**src/rtl/ieee1500_wsp_ctrl_if.sv**
```systemverilog
// IEEE 1500 Wrapper Serial Port signal bundle between the ATE side (master)
// and the WSP controller (slave).
interface ieee1500_wsp_ctrl_if;
  logic wsi;
  logic wso;
  logic select_wir;
  logic capture_wr;
  logic shift_wr;
  logic update_wr;

  modport master (
    output wsi,
    output select_wir,
    output capture_wr,
    output shift_wr,
    output update_wr,
    input  wso
  );

  modport slave (
    input  wsi,
    input  select_wir,
    input  capture_wr,
    input  shift_wr,
    input  update_wr,
    output wso
  );
endinterface

```
**src/rtl/ieee1500_wsp_ctrl.sv**
```systemverilog
// IEEE 1500 WSP controller in front of the SRAM MBIST wrapper: WIR/WCR/WDR/bypass
// chains plus MBIST run tracking. Define WSO_RETIME_EN to register wso.
module ieee1500_wsp_ctrl #(
  parameter int WIR_WIDTH = 3,
  parameter int WCR_WIDTH = 8,
  parameter int WDR_WIDTH = 32
) (
  input  logic                 clk,
  input  logic                 rst_n,
  ieee1500_wsp_ctrl_if.slave   wsp,
  output logic [WCR_WIDTH-1:0] o_wcr_in,
  input  logic [WCR_WIDTH-1:0] i_wcr_out,
  output logic [WDR_WIDTH-1:0] o_wdr_in,
  input  logic [WDR_WIDTH-1:0] i_wdr_out,
  output logic                 o_mbist_enable,
  output logic                 o_start_bist,
  input  logic                 i_bist_done
);

  localparam logic [WIR_WIDTH-1:0] OP_BYPASS  = WIR_WIDTH'(0);
  localparam logic [WIR_WIDTH-1:0] OP_WS_CTRL = WIR_WIDTH'(1);
  localparam logic [WIR_WIDTH-1:0] OP_WS_DATA = WIR_WIDTH'(2);

  typedef enum logic [1:0] {
    ST_IDLE = 2'b00,
    ST_RUN  = 2'b01,
    ST_DONE = 2'b10
  } run_state_t;

  logic [WIR_WIDTH-1:0] r_wir_shift;
  logic [WIR_WIDTH-1:0] r_wir_upd;
  logic                 r_bypass;
  logic [WCR_WIDTH-1:0] r_wcr_shift;
  logic [WCR_WIDTH-1:0] r_wcr_upd;
  logic [WDR_WIDTH-1:0] r_wdr_shift;
  logic [WDR_WIDTH-1:0] r_wdr_upd;
  logic                 r_start;
  run_state_t           r_run_state;

  logic w_sel_ctrl;
  logic w_sel_data;
  logic w_sel_bypass;
  logic w_do_capture;
  logic w_do_shift;
  logic w_do_update;
  logic w_start_req;
  logic w_wso_sel;
  logic w_unused_wcr_hi;

  // Only the highest-priority strobe acts: capture, then shift, then update.
  assign w_do_capture = wsp.capture_wr;
  assign w_do_shift   = wsp.shift_wr && !wsp.capture_wr;
  assign w_do_update  = wsp.update_wr && !wsp.shift_wr && !wsp.capture_wr;

  assign w_sel_ctrl   = !wsp.select_wir && (r_wir_upd == OP_WS_CTRL);
  assign w_sel_data   = !wsp.select_wir && (r_wir_upd == OP_WS_DATA);
  assign w_sel_bypass = !wsp.select_wir && !(r_wir_upd == OP_WS_CTRL)
                        && !(r_wir_upd == OP_WS_DATA);

  assign w_unused_wcr_hi = ^i_wcr_out[WCR_WIDTH-1:WCR_WIDTH-2];

  always_ff @(posedge clk or negedge rst_n) begin
    if (!rst_n) begin
      r_wir_shift <= OP_BYPASS;
      r_wir_upd   <= OP_BYPASS;
    end else if (wsp.select_wir) begin
      if (w_do_capture)
        r_wir_shift <= r_wir_upd;
      else if (w_do_shift)
        r_wir_shift <= {wsp.wsi, r_wir_shift[WIR_WIDTH-1:1]};
      else if (w_do_update)
        r_wir_upd <= r_wir_shift;
    end
  end

  always_ff @(posedge clk or negedge rst_n) begin
    if (!rst_n)
      r_bypass <= 1'b0;
    else if (w_sel_bypass) begin
      if (w_do_capture)
        r_bypass <= 1'b0;
      else if (w_do_shift)
        r_bypass <= wsp.wsi;
    end
  end

  // Run state rides in the top two captured bits so the ATE can poll progress.
  always_ff @(posedge clk or negedge rst_n) begin
    if (!rst_n) begin
      r_wcr_shift <= '0;
      r_wcr_upd   <= '0;
    end else if (w_sel_ctrl) begin
      if (w_do_capture)
        r_wcr_shift <= {r_run_state, i_wcr_out[WCR_WIDTH-3:0]};
      else if (w_do_shift)
        r_wcr_shift <= {wsp.wsi, r_wcr_shift[WCR_WIDTH-1:1]};
      else if (w_do_update)
        r_wcr_upd <= r_wcr_shift;
    end
  end

  always_ff @(posedge clk or negedge rst_n) begin
    if (!rst_n) begin
      r_wdr_shift <= '0;
      r_wdr_upd   <= '0;
    end else if (w_sel_data) begin
      if (w_do_capture)
        r_wdr_shift <= i_wdr_out;
      else if (w_do_shift)
        r_wdr_shift <= {wsp.wsi, r_wdr_shift[WDR_WIDTH-1:1]};
      else if (w_do_update)
        r_wdr_upd <= r_wdr_shift;
    end
  end

  assign w_start_req = w_do_update && w_sel_ctrl && r_wcr_shift[1]
                       && r_wcr_shift[0] && (r_run_state != ST_RUN);

  // Dropping mbist_enable forces IDLE ahead of any other transition.
  always_ff @(posedge clk or negedge rst_n) begin
    if (!rst_n) begin
      r_start     <= 1'b0;
      r_run_state <= ST_IDLE;
    end else begin
      r_start <= w_start_req;
      if (!r_wcr_upd[0])
        r_run_state <= ST_IDLE;
      else begin
        case (r_run_state)
          ST_IDLE: if (r_start) r_run_state <= ST_RUN;
          ST_RUN:  if (i_bist_done) r_run_state <= ST_DONE;
          ST_DONE: if (r_start) r_run_state <= ST_RUN;
          default: r_run_state <= ST_IDLE;
        endcase
      end
    end
  end

  always_comb begin
    w_wso_sel = r_bypass;
    if (wsp.select_wir)
      w_wso_sel = r_wir_shift[0];
    else if (w_sel_ctrl)
      w_wso_sel = r_wcr_shift[0];
    else if (w_sel_data)
      w_wso_sel = r_wdr_shift[0];
  end

`ifdef WSO_RETIME_EN
  logic r_wso;

  always_ff @(posedge clk or negedge rst_n) begin
    if (!rst_n)
      r_wso <= 1'b0;
    else
      r_wso <= w_wso_sel;
  end

  assign wsp.wso = r_wso;
`else
  assign wsp.wso = w_wso_sel;
`endif

  assign o_wcr_in       = r_wcr_upd;
  assign o_wdr_in       = r_wdr_upd;
  assign o_mbist_enable = r_wcr_upd[0];
  assign o_start_bist   = r_start;

endmodule

```
**src/flat_wrapper.sv**
```systemverilog
// flat-port wrapper written by rule: the top's interface ports become plain ports
module ieee1500_wsp_ctrl_flat 
#(
  parameter int WIR_WIDTH = 3,
  parameter int WCR_WIDTH = 8,
  parameter int WDR_WIDTH = 32
)
  (clk, rst_n, o_wcr_in, i_wcr_out, o_wdr_in, i_wdr_out, o_mbist_enable, o_start_bist, i_bist_done, wsp_wsi, wsp_select_wir, wsp_capture_wr, wsp_shift_wr, wsp_update_wr, wsp_wso);
  ieee1500_wsp_ctrl_if wsp_i ();
  input  logic clk;
  input  logic rst_n;
  output logic [WCR_WIDTH-1:0] o_wcr_in;
  input  logic [WCR_WIDTH-1:0] i_wcr_out;
  output logic [WDR_WIDTH-1:0] o_wdr_in;
  input  logic [WDR_WIDTH-1:0] i_wdr_out;
  output logic o_mbist_enable;
  output logic o_start_bist;
  input  logic i_bist_done;
  input wire logic [$bits(wsp_i.wsi)-1:0] wsp_wsi;
  input wire logic [$bits(wsp_i.select_wir)-1:0] wsp_select_wir;
  input wire logic [$bits(wsp_i.capture_wr)-1:0] wsp_capture_wr;
  input wire logic [$bits(wsp_i.shift_wr)-1:0] wsp_shift_wr;
  input wire logic [$bits(wsp_i.update_wr)-1:0] wsp_update_wr;
  output wire logic [$bits(wsp_i.wso)-1:0] wsp_wso;
  assign wsp_i.wsi = wsp_wsi;
  assign wsp_i.select_wir = wsp_select_wir;
  assign wsp_i.capture_wr = wsp_capture_wr;
  assign wsp_i.shift_wr = wsp_shift_wr;
  assign wsp_i.update_wr = wsp_update_wr;
  assign wsp_wso = wsp_i.wso;
  ieee1500_wsp_ctrl #(.WIR_WIDTH(WIR_WIDTH), .WCR_WIDTH(WCR_WIDTH), .WDR_WIDTH(WDR_WIDTH)) u_core (.clk(clk), .rst_n(rst_n), .wsp(wsp_i), .o_wcr_in(o_wcr_in), .i_wcr_out(i_wcr_out), .o_wdr_in(o_wdr_in), .i_wdr_out(i_wdr_out), .o_mbist_enable(o_mbist_enable), .o_start_bist(o_start_bist), .i_bist_done(i_bist_done));
endmodule
```
**config.mk**
```make
export PLATFORM = sky130hd
export DESIGN_NAME = ieee1500_wsp_ctrl_flat
export DESIGN_NICKNAME = d
export VERILOG_FILES = /design/src/rtl/ieee1500_wsp_ctrl_if.sv /design/src/rtl/ieee1500_wsp_ctrl.sv /design/src/flat_wrapper.sv
export SDC_FILE = /design/constraint.sdc
export NUM_CORES = 1
export LEC_CHECK = 0
export BUFFER_PORTS_ARGS = -buffer_cell sky130_fd_sc_hd__buf_2
export CAP_MARGIN = 20
export CORE_MARGIN = 5
export CORE_UTILIZATION = 48
export CTS_CLUSTER_DIAMETER = 40
export DETAILED_ROUTE_END_ITERATION = 10
export PLACE_DENSITY = 0.82
export RECOVER_POWER = 100
export SLEW_MARGIN = 20
export SYNTH_ARGS = -nofsm -noshare
export SYNTH_HDL_FRONTEND = slang
export SYNTH_SLANG_ARGS = --single-unit
```
**constraint.sdc**
```tcl
create_clock -name clk -period 1.7 [get_ports clk]
set_input_delay 0.17 -clock clk [delete_from_list [all_inputs] [get_ports clk]]
set_output_delay 0.17 -clock clk [all_outputs]
set_load 0.01 [all_outputs]
```
; Word-level counts from Yosys, hierarchy flattened
; Index checks and enable logic that the tools add are counted.
[op_classes]
n_eq_ne = 7
mux = 15
n_bitwise = 2
n_reduce_logical = 27
[ops]
columns = op, n
row1 = 2-to-1 mux 32 bit, 2
row2 = 2-to-1 mux 8 bit, 2
row3 = AND reduction 4 bit, 3
row4 = logical AND 1 bit, 11
row5 = AND reduction 2 bit, 5
row6 = 2-to-1 mux 2 bit, 3
row7 = 2-to-1 mux 3 bit, 2
row8 = != test 3 bit (second input constant), 2
row9 = logical NOT 1 bit, 5
row10 = 2-to-1 mux 1 bit, 5
row11 = case mux 2 bit (2 select lines), 1
row12 = equality test 3 x 1 -> 1 bit (second input constant), 1
row13 = equality test 3 x 2 -> 1 bit (second input constant), 1
row14 = equality test 2 x 1 -> 1 bit (second input constant), 1
row15 = equality test 2 bit (second input constant), 1
row16 = logical NOT 2 bit, 1
row17 = != test 2 x 1 -> 1 bit (second input constant), 1
row18 = NOT 1 bit, 2
row19 = nonzero test 2 bit, 1
row20 = OR reduction 2 bit, 1
[totals]
reg_bits = 90
input_bits = 48
wordCells = 60

; Logic depth before layout (Yosys ltp)
[depth]
depth_word = 7
depth_mapped = 6
mapped_depth_nobuf = 3

; Least setup slack after synthesis
; No wires, ideal clock.
[synth_timing]
path_kind = register to register
from = register u_core.r_wir_upd[0]
to = register u_core.r_wdr_shift[0]
setup_ns = 0.125
t_arrival_ns = 1.488
t_required_ns = 1.575
path_slack_ns = 0.087
path_stages_with_launch = 6
path_buffers = 2
period_less_slack_ns = 1.613
path_cell_list = dfrtp_1 -> nor4b_4 -> nor2b_1 -> buf_4 -> buf_6 -> mux2_2
[synth_between]
elab_chain_cells = 3
[synth_lines]
columns = element, line_no
row1 = from (decl), ieee1500_wsp_ctrl.sv:31  ; logic [WIR_WIDTH-1:0] r_wir_upd;
row2 = from (signal assigned), ieee1500_wsp_ctrl.sv:72  ; r_wir_upd <= r_wir_shift;
row3 = equality test 3 x 2 -> 1 bit, ieee1500_wsp_ctrl.sv:56  ; assign w_sel_data = !wsp.select_wir && (r_wir_upd == OP_WS_DATA);
row4 = logical AND 1 bit, ieee1500_wsp_ctrl.sv:56
row5 = AND reduction 2 bit (no line), n/a
row6 = to (signal assigned), ieee1500_wsp_ctrl.sv:108  ; r_wdr_shift <= i_wdr_out;
row7 = to (signal assigned), ieee1500_wsp_ctrl.sv:110  ; r_wdr_shift <= {wsp.wsi, r_wdr_shift[WDR_WIDTH-1:1]};
row8 = to (decl), ieee1500_wsp_ctrl.sv:35  ; logic [WDR_WIDTH-1:0] r_wdr_shift;
; Every way passes these cells.
; A chain may end at the register's enable or synchronous reset.

; Worst setup path after layout
[layout_timing]
from = register u_core.r_wir_upd[2]
to = register u_core.r_wdr_shift[13]
; Same word-level chain as after synthesis.

==> metrics.md <==
| Metric | Value |
|---|---|
| Outcome | finished with violations |
| Failing checks | negative setup slack |
| CP max FO | 6 |
| First-pass GRT wire length | 13400 um |
| Final setup violation count | 34 |
| Fin crit period | 1.75 ns |
| Design area | 5110 sq um |
| Crit path depth | 6 |
| Clock Path Buffers | 2 |
| Area Growth Syn to Fin | 25.5% |
| Placed insts | 469 |
| Top delay family on crit path | simple AND/OR/NAND/NOR gates |
| Site Rows | 33 |
| H-tree levels | 3 |
| Vias in the first global route | 2737 |
| Total CTS buffers | 9 |
| CP startpoint kind | flip-flop |
| RSZ-0062 raised after global routing | true |
| Total number of vias | 2608 |
| Type of the worst min-delay path | in -> reg |
| Yosys top cell by area | dfrtp_1 |
| DR vias/cell | 5.28 |
| Worst r2r dst | u_core.r_wdr_shift[13]$_DFFE_PN0P_ |
| Commonest cells post-synth | 113 x mux2_2, 90 x dfrtp_1, 8 x mux2_1, 8 x nand2_1 |
| Fmax | 572 MHz |
| Nets@finish | 433 |
| Post-Syn Nets | 328 |
| Root Driver | clkbuf_8 |
| CTS clk-pin slew, worst paths | 0.09 ns |
| Worst r2r src | u_core.r_wir_upd[2]$_DFFE_PN0P_ |
| Clock tree from TritonCTS | yes |
| Syn Inst Count | 280 |
| Synth Register Bits | 90 |
| Syn_area_per_cell | 14.5 sq um |
| Register area share after synthesis | 55.3% |
| Critical Path RT | 1.94 ns |
| Worst-Skew Late Latency | 0.35 ns |
| Slack of the worst reg-to-reg path | -0.05 ns |
| Crit path capture type | flip-flop |
| 1st-pass router iterations | 4 |
| Number of DRC markers in iteration 0 | 68 |
| Placeable Area | 8260 sq um |
| Largest net degree at the start of global routing | 38 |
| Reg area | 2250 sq um |
| Lkg Pwr | 2.43 nW |
| Max Cap Viol | 0 |
| Slew Limit Headroom | 39.3% |
| CTS Sinks | 90 |
| Layout Cells excl Fill | 494 |
| Slowest CP cell | dfrtp_2 |
| Worst r2r path cells | 6 |
| Period utilization | 103% |
| Gp weighted congestion | 0.845 |
| PnR worst setup slack | -0.0468 ns |
| Initial antenna violation count | 0 |
| YS warnings | 0 |
| Worst Tran Pin Value | 0.910 ns |
| Worst-path cell chain | buf_6 > nor4b_4 > nor2b_4 > buf_12 > clkbuf_16 > mux2_4 |
| Ports | 91 |
| Post-route ant nets | 0 |
| Die Ht | 102 um |
| Pre-CTS WS | 0.0499 ns |
| Die width | 102 um |
| Worst Hold Launch | i_bist_done |
| Hold EP | u_core.r_run_state[1]$_DFFE_PN0P_ |
| GRT overflow | 0 |
| Worst stage delay on the critical path | 0.42 ns |
| Fill count | 679 |
| Initial core utilization | 49.3% |
| GR Util All Layers | 16.7% |
| Die ar. | 10400 sq um |
| Area share of the largest cell type after synthesis | 55.3% |
| IO buf count | 88 |
| Synth area leaders | dfrtp_1 55%, mux2_2 31%, mux2_1 2.2% |
| Share of layout cells above drive strength 1 | 54.2% |
| Top_reg_cell synth | dfrtp_1 |
| DR WL/cell | 17.6 um |
| Number of diodes | 0 |
| DRC viols | 0 |
| Critical Path AT | 1.98 ns |
| Share of flip-flops with an asynchronous set or reset | 100% |
| Final Hold Vio Count | 0 |
| Fin. max-slew vios | 0 |
| Critical path class | reg -> reg |
| Number of synthesized flops with an enable pin | 0 |
| Post-DP Area | 4680 sq um |
| DP HPWL | 5570 um |
| Yosys cell types | 31 |
| PwrDens | 1440 nW/um^2 |
| Area occupied by multi-input gates | 1830 sq um |
| Most numerous cell in the Yosys netlist | mux2_2 |
| CP Buf/Inv Count | 3 |
| Clock skew | 0.00926 ns |
| Worst Hold Path Cells | 3 |
| Post-Route WL | 8710 um |
| Worst vdd rail ir drop | 0.678 mV |
| Mapped Area | 4070 sq um |
## power breakdown
group / switching (mW) / internal (mW)
logic: 0.875 / 1.50
clock network: 0.767 / 0.722
registers: 0.573 / 2.94
## how the worst max path moves through the flow
stage	from	to	slack, ns
3_3_place_gp	u_core.r_wir_upd[0]$_DFFE_PN0P_	u_core.r_wdr_shift[8]$_DFFE_PN0P_	0.08
5_1_grt	u_core.r_wir_upd[2]$_DFFE_PN0P_	u_core.r_wdr_shift[16]$_DFFE_PN0P_	-0.09
4_1_cts	u_core.r_wir_upd[2]$_DFFE_PN0P_	u_core.r_wdr_shift[5]$_DFFE_PN0P_	-0.04
6_report	u_core.r_wir_upd[2]$_DFFE_PN0P_	u_core.r_wdr_shift[13]$_DFFE_PN0P_	-0.05
2_1_floorplan	u_core.r_wir_upd[0]$_DFFE_PN0P_	u_core.r_wdr_shift[0]$_DFFE_PN0P_	0.09
3_5_place_dp	u_core.r_wir_upd[0]$_DFFE_PN0P_	u_core.r_wdr_shift[5]$_DFFE_PN0P_	0.05
## cell usage in the layout, fill, tap and decap left out, types with 3 or more instances in the layout
master / instances
mux2_2: 88
inv_1: 4
a21oi_1: 4
dfrtp_1: 89
nand2_1: 8
clkbuf_1: 43
mux2_4: 32
o22ai_1: 4
clkbuf_8: 10
buf_4: 12
buf_12: 4
buf_2: 44
nand3b_1: 3
nor2b_1: 5
clkbuf_16: 3
o21ai_0: 3
## stage by stage
stage / TNS (ns) / power [mW] / hold slack, ns / util [%]
finish: -0.975 / 7.37 / 0.151 / 61.9
global route: -5.56 / 7.85 / 0.151 / 61.9
CTS: -0.481 / 7.09 / 0.120 / 59.5
detailed placement: 0 / 5.52 / 0.173 / 56.6
global placement: 0 / 5.40 / 0.163 / 56.6
floorplan: 0 / 4.76 / -0.126 / -
## flip-flops by register name, summed over array words and instances, names as in the netlist
name,cells
u_core.o_wcr_in,8
u_core.r_wdr_shift,32
u_core.r_wcr_shift,8
u_core.r_wir_upd,3
u_core.r_bypass,1
u_core.o_start_bist,1
u_core.r_wir_shift,3
u_core.o_wdr_in,32
u_core.r_run_state,2
## metal layers
| metal | GRT usage [%] | up-vias | part of all wire, % |
|---|---|---|---|
| li1 | - | 1208 | - |
| met1 | 21.6 | 1325 | 44 |
| met2 | 26.9 | 63 | 48 |
| met3 | 3.96 | 12 | 6.0 |
| met4 | 7.06 | 0 | 1.7 |
| met5 | 0 | - | 0 |
## layout make-up
class | count | share of cell area (%)
clock inverters | 5 | 1.22
multi-input cells | 169 | 35.9
flip-flops and latches | 90 | 44.1
clock buffers | 10 | 2.69
well taps | 105 | 2.57
repair buffers | 111 | 13.2
inverters | 4 | 0.294
## what timing repair did
item,4_1_cts,5_1_grt
resized for setup,2,39
cloned,0,4
endpoints found under the hold margin,35,0
setup endpoints to repair,1,49
setup buffers,3,2
hold buffers,1,0
pin swaps,0,2
## worst reg2reg max path: cells and delay by family, from the launching register on
kind | cells | cell delay [ns]
buffers and inverters | 3 | 0.44
flip-flops | 1 | 0.42
multiplexers | 1 | 0.30
AND/OR/NAND/NOR | 2 | 0.48
## logic make-up (layout without fill, tap and decap cells)
family          count (synthesis)  in the layout  share of synthesized area (%)
mux                           122            122                           33.7
flops                          90             90                           55.3
simple gates                   30             30                           4.85
buf+inv                        21            130                           3.44
compound gates                 16             16                           2.49
xor+xnor                        1              1                          0.215
No activity file was read; power rests on OpenSTA's default activity.
